## src/rtl/mem_rmw_unit.sv

```systemverilog
// mem_rmw_unit: sub-word load/store engine in front of a word-wide data memory.
// Full-word stores are written directly. Narrower stores do a read-modify-write.
// Loads extract the addressed lanes and sign- or zero-extend them.
// Build option: define MEM_RMW_MISALIGN_TRAP_EN to reject misaligned requests.
// Without it, the low offset bits are forced down to the access size.
module mem_rmw_unit #(
  parameter int DATA_W = 32,
  parameter int ADDR_W = 32
) (
  input  logic              iClk,
  input  logic              iRst_n,
  input  logic              iReqValid,
  output logic              oReqReady,
  input  logic              iReqWe,
  input  logic [ADDR_W-1:0] iReqAddr,
  input  logic [1:0]        iReqSize,
  input  logic              iReqSigned,
  input  logic [DATA_W-1:0] iReqWData,
  output logic              oRespValid,
  output logic [DATA_W-1:0] oRespRData,
  output logic              oRespErr,
  output logic              oMemValid,
  input  logic              iMemReady,
  output logic              oMemWe,
  output logic [ADDR_W-1:0] oMemAddr,
  output logic [DATA_W-1:0] oMemWData,
  input  logic              iMemRValid,
  input  logic [DATA_W-1:0] iMemRData
);

  localparam int         NB    = DATA_W / 8;
  localparam int         OFF   = $clog2(NB);
  localparam logic [1:0] MAXSZ = 2'(OFF);

  typedef enum logic [2:0] {IDLE, RD_REQ, RD_WAIT, WR_REQ, RESP} state_t;

  state_t              state, state_nxt;
  logic [ADDR_W-1:0]   addr_q;
  logic [OFF-1:0]      off_q;
  logic [1:0]          size_q;
  logic                we_q;
  logic                sgn_q;
  logic [DATA_W-1:0]   wdata_q;
  logic [DATA_W-1:0]   word_q;
  logic [DATA_W-1:0]   rdata_q;
  logic                err_q;

  logic [OFF-1:0]      req_off;
  logic [OFF-1:0]      req_mask;
  logic [OFF-1:0]      eff_off;
  logic                size_bad;
  logic                misalign;
  logic                full_store;

  // Byte-offset bits that must be zero for an access of 2^sz bytes.
  function automatic logic [OFF-1:0] size_mask(input logic [1:0] sz);
    logic [3:0] m;
    m = 4'((4'd1 << sz) - 4'd1);
    return m[OFF-1:0];
  endfunction

  // Right-justify the addressed lanes and extend from the top extracted bit or with zeros.
  function automatic logic [DATA_W-1:0] load_extend(input logic [DATA_W-1:0] word,
                                                    input logic [OFF-1:0]    off,
                                                    input logic [1:0]        sz,
                                                    input logic              sgn);
    logic [DATA_W-1:0]        sh;
    logic signed [DATA_W-1:0] left;
    int unsigned              sa;
    sh   = word >> {off, 3'b000};
    sa   = DATA_W - (32'd8 << sz);
    left = sh << sa;
    if (sgn) return left >>> sa;
    return $unsigned(left) >> sa;
  endfunction

  // Replace the addressed lanes of word with the low bytes of wdata.
  function automatic logic [DATA_W-1:0] merge_store(input logic [DATA_W-1:0] word,
                                                    input logic [DATA_W-1:0] wdata,
                                                    input logic [OFF-1:0]    off,
                                                    input logic [1:0]        sz);
    logic [DATA_W-1:0] m;
    int unsigned       sa;
    sa = DATA_W - (32'd8 << sz);
    m  = ({DATA_W{1'b1}} >> sa) << {off, 3'b000};
    return (word & ~m) | ((wdata << {off, 3'b000}) & m);
  endfunction

  assign req_off    = iReqAddr[OFF-1:0];
  assign req_mask   = size_mask(iReqSize);
  assign size_bad   = (iReqSize > MAXSZ);
  assign full_store = iReqWe && (iReqSize == MAXSZ);
`ifdef MEM_RMW_MISALIGN_TRAP_EN
  assign misalign   = |(req_off & req_mask);
  assign eff_off    = req_off;
`else
  assign misalign   = 1'b0;
  assign eff_off    = req_off & ~req_mask;
`endif

  assign oMemAddr   = addr_q;
  assign oMemWData  = word_q;
  assign oRespRData = (state == RESP) ? rdata_q : '0;
  assign oRespErr   = (state == RESP) && err_q;

  // State register; reset abandons any outstanding memory transaction.
  always_ff @(posedge iClk or negedge iRst_n) begin
    if (!iRst_n) state <= IDLE;
    else         state <= state_nxt;
  end

  // Next-state and handshake outputs.
  always_comb begin
    state_nxt  = state;
    oReqReady  = 1'b0;
    oMemValid  = 1'b0;
    oMemWe     = 1'b0;
    oRespValid = 1'b0;
    case (state)
      IDLE: begin
        oReqReady = 1'b1;
        if (iReqValid) begin
          if (size_bad || misalign) state_nxt = RESP;
          else if (full_store)      state_nxt = WR_REQ;
          else                      state_nxt = RD_REQ;
        end
      end
      RD_REQ: begin
        oMemValid = 1'b1;
        if (iMemReady) state_nxt = RD_WAIT;
      end
      RD_WAIT: begin
        if (iMemRValid) state_nxt = we_q ? WR_REQ : RESP;
      end
      WR_REQ: begin
        oMemValid = 1'b1;
        oMemWe    = 1'b1;
        if (iMemReady) state_nxt = RESP;
      end
      RESP: begin
        oRespValid = 1'b1;
        state_nxt  = IDLE;
      end
      default: state_nxt = IDLE;
    endcase
  end

  // Request capture, then load extraction or store merge when read data returns.
  always_ff @(posedge iClk or negedge iRst_n) begin
    if (!iRst_n) begin
      addr_q  <= '0;
      off_q   <= '0;
      size_q  <= '0;
      we_q    <= 1'b0;
      sgn_q   <= 1'b0;
      wdata_q <= '0;
      word_q  <= '0;
      rdata_q <= '0;
      err_q   <= 1'b0;
    end else if (state == IDLE && iReqValid) begin
      addr_q  <= {iReqAddr[ADDR_W-1:OFF], {OFF{1'b0}}};
      off_q   <= eff_off;
      size_q  <= iReqSize;
      we_q    <= iReqWe;
      sgn_q   <= iReqSigned;
      wdata_q <= iReqWData;
      word_q  <= full_store ? iReqWData : '0;
      rdata_q <= '0;
      err_q   <= size_bad || misalign;
    end else if (state == RD_WAIT && iMemRValid) begin
      if (we_q) word_q  <= merge_store(iMemRData, wdata_q, off_q, size_q);
      else      rdata_q <= load_extend(iMemRData, off_q, size_q, sgn_q);
    end
  end

endmodule

```

## config.mk

```make
export PLATFORM = sky130hd
export DESIGN_NAME = mem_rmw_unit
export DESIGN_NICKNAME = d
export VERILOG_FILES = /design/src/rtl/mem_rmw_unit.sv
export SDC_FILE = /design/constraint.sdc
export NUM_CORES = 1
export LEC_CHECK = 0
export BUFFER_PORTS_ARGS = -buffer_cell sky130_fd_sc_hd__buf_2
export CORE_ASPECT_RATIO = 1.5
export CORE_MARGIN = 1.5
export CORE_UTILIZATION = 40
export DETAILED_ROUTE_END_ITERATION = 6
export PLACE_DENSITY = 0.59
export SLEW_MARGIN = 10
export SYNTH_ARGS = -nofsm -noshare
export SYNTH_HDL_FRONTEND = slang
export SYNTH_SLANG_ARGS = --single-unit
export TNS_END_PERCENT = 10
```

## constraint.sdc

```tcl
create_clock -name iClk -period 2.7 [get_ports iClk]
set_clock_uncertainty 0.2 [all_clocks]
set_input_delay 0.27 -clock iClk [delete_from_list [all_inputs] [get_ports iClk]]
set_output_delay 0.27 -clock iClk [all_outputs]
set_load 0.1 [all_outputs]
```

==> results.py <==
metrics = {
    "run_status": {
        "status": "finished clean",
    },
    "synth": {
        "synth_async_sr_flop_share_pct": 100.0,
        "synth_ff_type": "dfrtp_1",
        "ys.warnings.count": 0,
        "synth.avg_cell_area_um2": 8.314,
        "synth_edf_count": 0,
        "syn_inst": 957,
        "ys_seq_area_share_pct": 42.77,
        "ys_types": 63,
        "synth.cell_area_um2": 7956,
        "ys_ff_latch": 136,
    },
    "floorplanning": {
        "dieArea_um2": 20760,
        "initial_core_util_pct": 40.54,
        "dieHeight_um": 175.7,
        "die_w_um": 118.2,
        "io_pins": 206,
        "row_count": 63,
        "fp.coreArea_um2": 19630,
    },
    "clock_tree": {
        "tritoncts": "done",
        "cts_resized": 0,
        "cts-root-buf": "clkbuf_16",
        "clkTransAtPathRegs_ns": 0.07,
        "clk_latency_ns": 0.43,
        "cts_buffers": 17,
        "htree_levels": 4,
        "clockBufferDepth": 2,
        "cts_sinks": 136,
    },
    "finish": {
        "final_common_cell": "nand2_1",
        "stdcell_count": 1500,
        "postLayoutCoreUtil_pct": 57.20,
        "fillers": 1749,
        "drive_gt1_share_pct": 25.83,
        "syn2layout_area_growth_pct": 41.11,
        "multi_input_area_um2": 4175,
        "fin_nets": 1335,
        "seqCellArea_um2": 3405,
        "layout_common_cells": "nand2_1, buf_2, dfrtp_1, dlygate4sd3_1, a21oi_1",
    },
    "drt": {
        "remaining_drc_errors": 0,
        "wl_per_cell_um": 19.65,
        "firstDrtPassIters": 5,
        "via_count": 8299,
        "drt_iter0_drc": 531,
        "routed_via_density": 5.533,
        "drt_wl_total_um": 29470,
        "drtAntennaViolNets": 0,
    },
    "critical_path": {
        "crit_fanout": 8,
        "crit_chain": "inv_1, ha_1, or2_2, a31oi_2, mux2_2, nand2_1, a31oi_1",
        "path_depth": 7,
        "cp.arrival_ns": 2.60,
        "critical_path_buf_inv_count": 1,
        "critPathLaunchType": "register",
        "crit-reg2reg-launch": "size_q[0]",
        "worstReg2RegEnd": "oMemWData[29]",
        "reg2reg_depth": 7,
        "crit_family": "compound AO/OA/AOI/OAI gates",
        "crit_end": "oMemWData[29]",
        "critPathSlowestCell": "a31oi_2",
        "crit_path_start": "size_q[0]",
        "crit_required_ns": 2.79,
        "max_stage_delay_ns": 0.49,
        "end_kind": "register",
        "rrSetupSlack_ns": 0.19,
        "criticalPathCategory": "reg2reg",
    },
    "sta": {
        "hold_viol_final": 0,
        "slew_headroom_pct": 38.67,
        "min_period_ns": 2.511,
        "rsz0062_at_grt": "no",
        "finalCritPeriodShare_pct": 93.02,
        "fmax_mhz": 398.2,
        "setup_violations": 0,
        "drv_slew": 0,
        "setup_slack_ns": 0.1886,
        "worst_pin_slew_ns": 0.9200,
    },
    "global_routing": {
        "grt-ovfl-total": 0,
        "grt_max_degree": 91,
        "groute.usage.overall_pct": 28.53,
        "antenna_found_initial": 0,
        "grt_pass1_wl_um": 45850,
        "grt_pass1_vias": 8433,
    },
    "place": {
        "pre_cts_ws_ns": 0.2023,
        "place_inst": 1396,
        "dp_hpwl_um": 21470,
        "portBuffers": 203,
        "place.gp.congestion": 0.9453,
    },
    "run": {
        "maxCapViolCount": 0,
    },
    "hold_path": {
        "hold_depth": 3,
        "worstHoldPathType": "in2reg",
    },
}
[registers in the layout, summed over array words and instances (netlist names)]
| register | count |
|---|---|
| oMemAddr | 30 |
| off_q | 2 |
| we_q | 1 |
| oMemWData | 32 |
| sgn_q | 1 |
| size_q | 2 |
| err_q | 1 |
| state | 3 |
| wdata_q | 32 |
| rdata_q | 32 |
[worst min-delay path by stage]
stage,from,endpoint,slack (ns)
6_report,iMemRData[20],oMemWData[20],0.06
5_1_grt,iMemRData[20],oMemWData[20],0.09
3_5_place_dp,iRst_n,oMemAddr[6],0.1
4_1_cts,iMemRData[20],oMemWData[20],0.05
3_3_place_gp,iRst_n,oMemAddr[6],0.09
2_1_floorplan,iRst_n,err_q,-0.23
[Yosys cell counts, types with 21 or more instances]
cell / number / area [µm²]
nand2_1: 295 / 1107
dfrtp_1: 136 / 3403
a21oi_1: 56 / 280.3
nor2_1: 52 / 195.2
mux2i_1: 50 / 500.5
o21ai_0: 37 / 185.2
and3_1: 34 / 212.7
clkbuf_1: 32 / 120.1
a31oi_1: 30 / 187.7
o211ai_1: 25 / 187.7
buf_2: 22 / 110.1
nand3_1: 21 / 105.1
[tightest hold or removal path: stages]
cell,delay (ns)
buf_2,0.12
o211ai_1,0.10
a31oi_1,0.15
[cell type report]
class,count,share of cell area [%]
multi-input combinational,738,37.19
clock inverter,14,1.616
sequential,136,30.32
timing repair buffer,323,23.79
tap,260,2.898
clock buffer,18,3.823
antenna,1,0.02229
inverter,10,0.3343
[metrics by stage]
| step | TNS (ns) | area [µm²] | hold WS, ns |
|---|---|---|---|
| after global routing | 0 | 11220 | 0.09124 |
| after global placement | 0 | 9903 | 0.09011 |
| after floorplan | -0.004921 | 7968 | -0.2256 |
| final | 0 | 11230 | 0.05772 |
| after detailed placement | 0 | 9903 | 0.09730 |
| after CTS | 0 | 11220 | 0.05035 |
[logic make-up (layout without fill, tap and decap cells)]
group                      after synthesis  count (layout)  synth area share [%]
adders and majority gates                4               4                0.6291
DFF                                    136             136                 42.77
other                                    1               3               0.04713
and+or+nand+nor                        452             452                 24.56
xor gates and xnor gates                 2               2                0.2202
AOI/OAI and AO/OA                      208             208                 17.35
buffers and inverters                   84             365                 5.158
muxes                                   70              70                 9.263
[timing repair]
action | 4_1_cts | 5_1_grt
endpoints found under the hold margin | 158 | 0
hold buffers | 71 | 0
buffers inserted | 0 | 0
[routing by layer]
| metal | share of wire (%) | vias up | GRT usage, % |
|---|---|---|---|
| met5 | 0 | - | 0 |
| met4 | 6.2 | 0 | 18.34 |
| met3 | 4.7 | 102 | 4.610 |
| met2 | 52 | 344 | 51.53 |
| met1 | 37 | 3987 | 30.75 |
| li1 | - | 3866 | - |
Power is not shown: default switching activity piles up to over one toggle a cycle in this logic, so the estimate is an artifact.
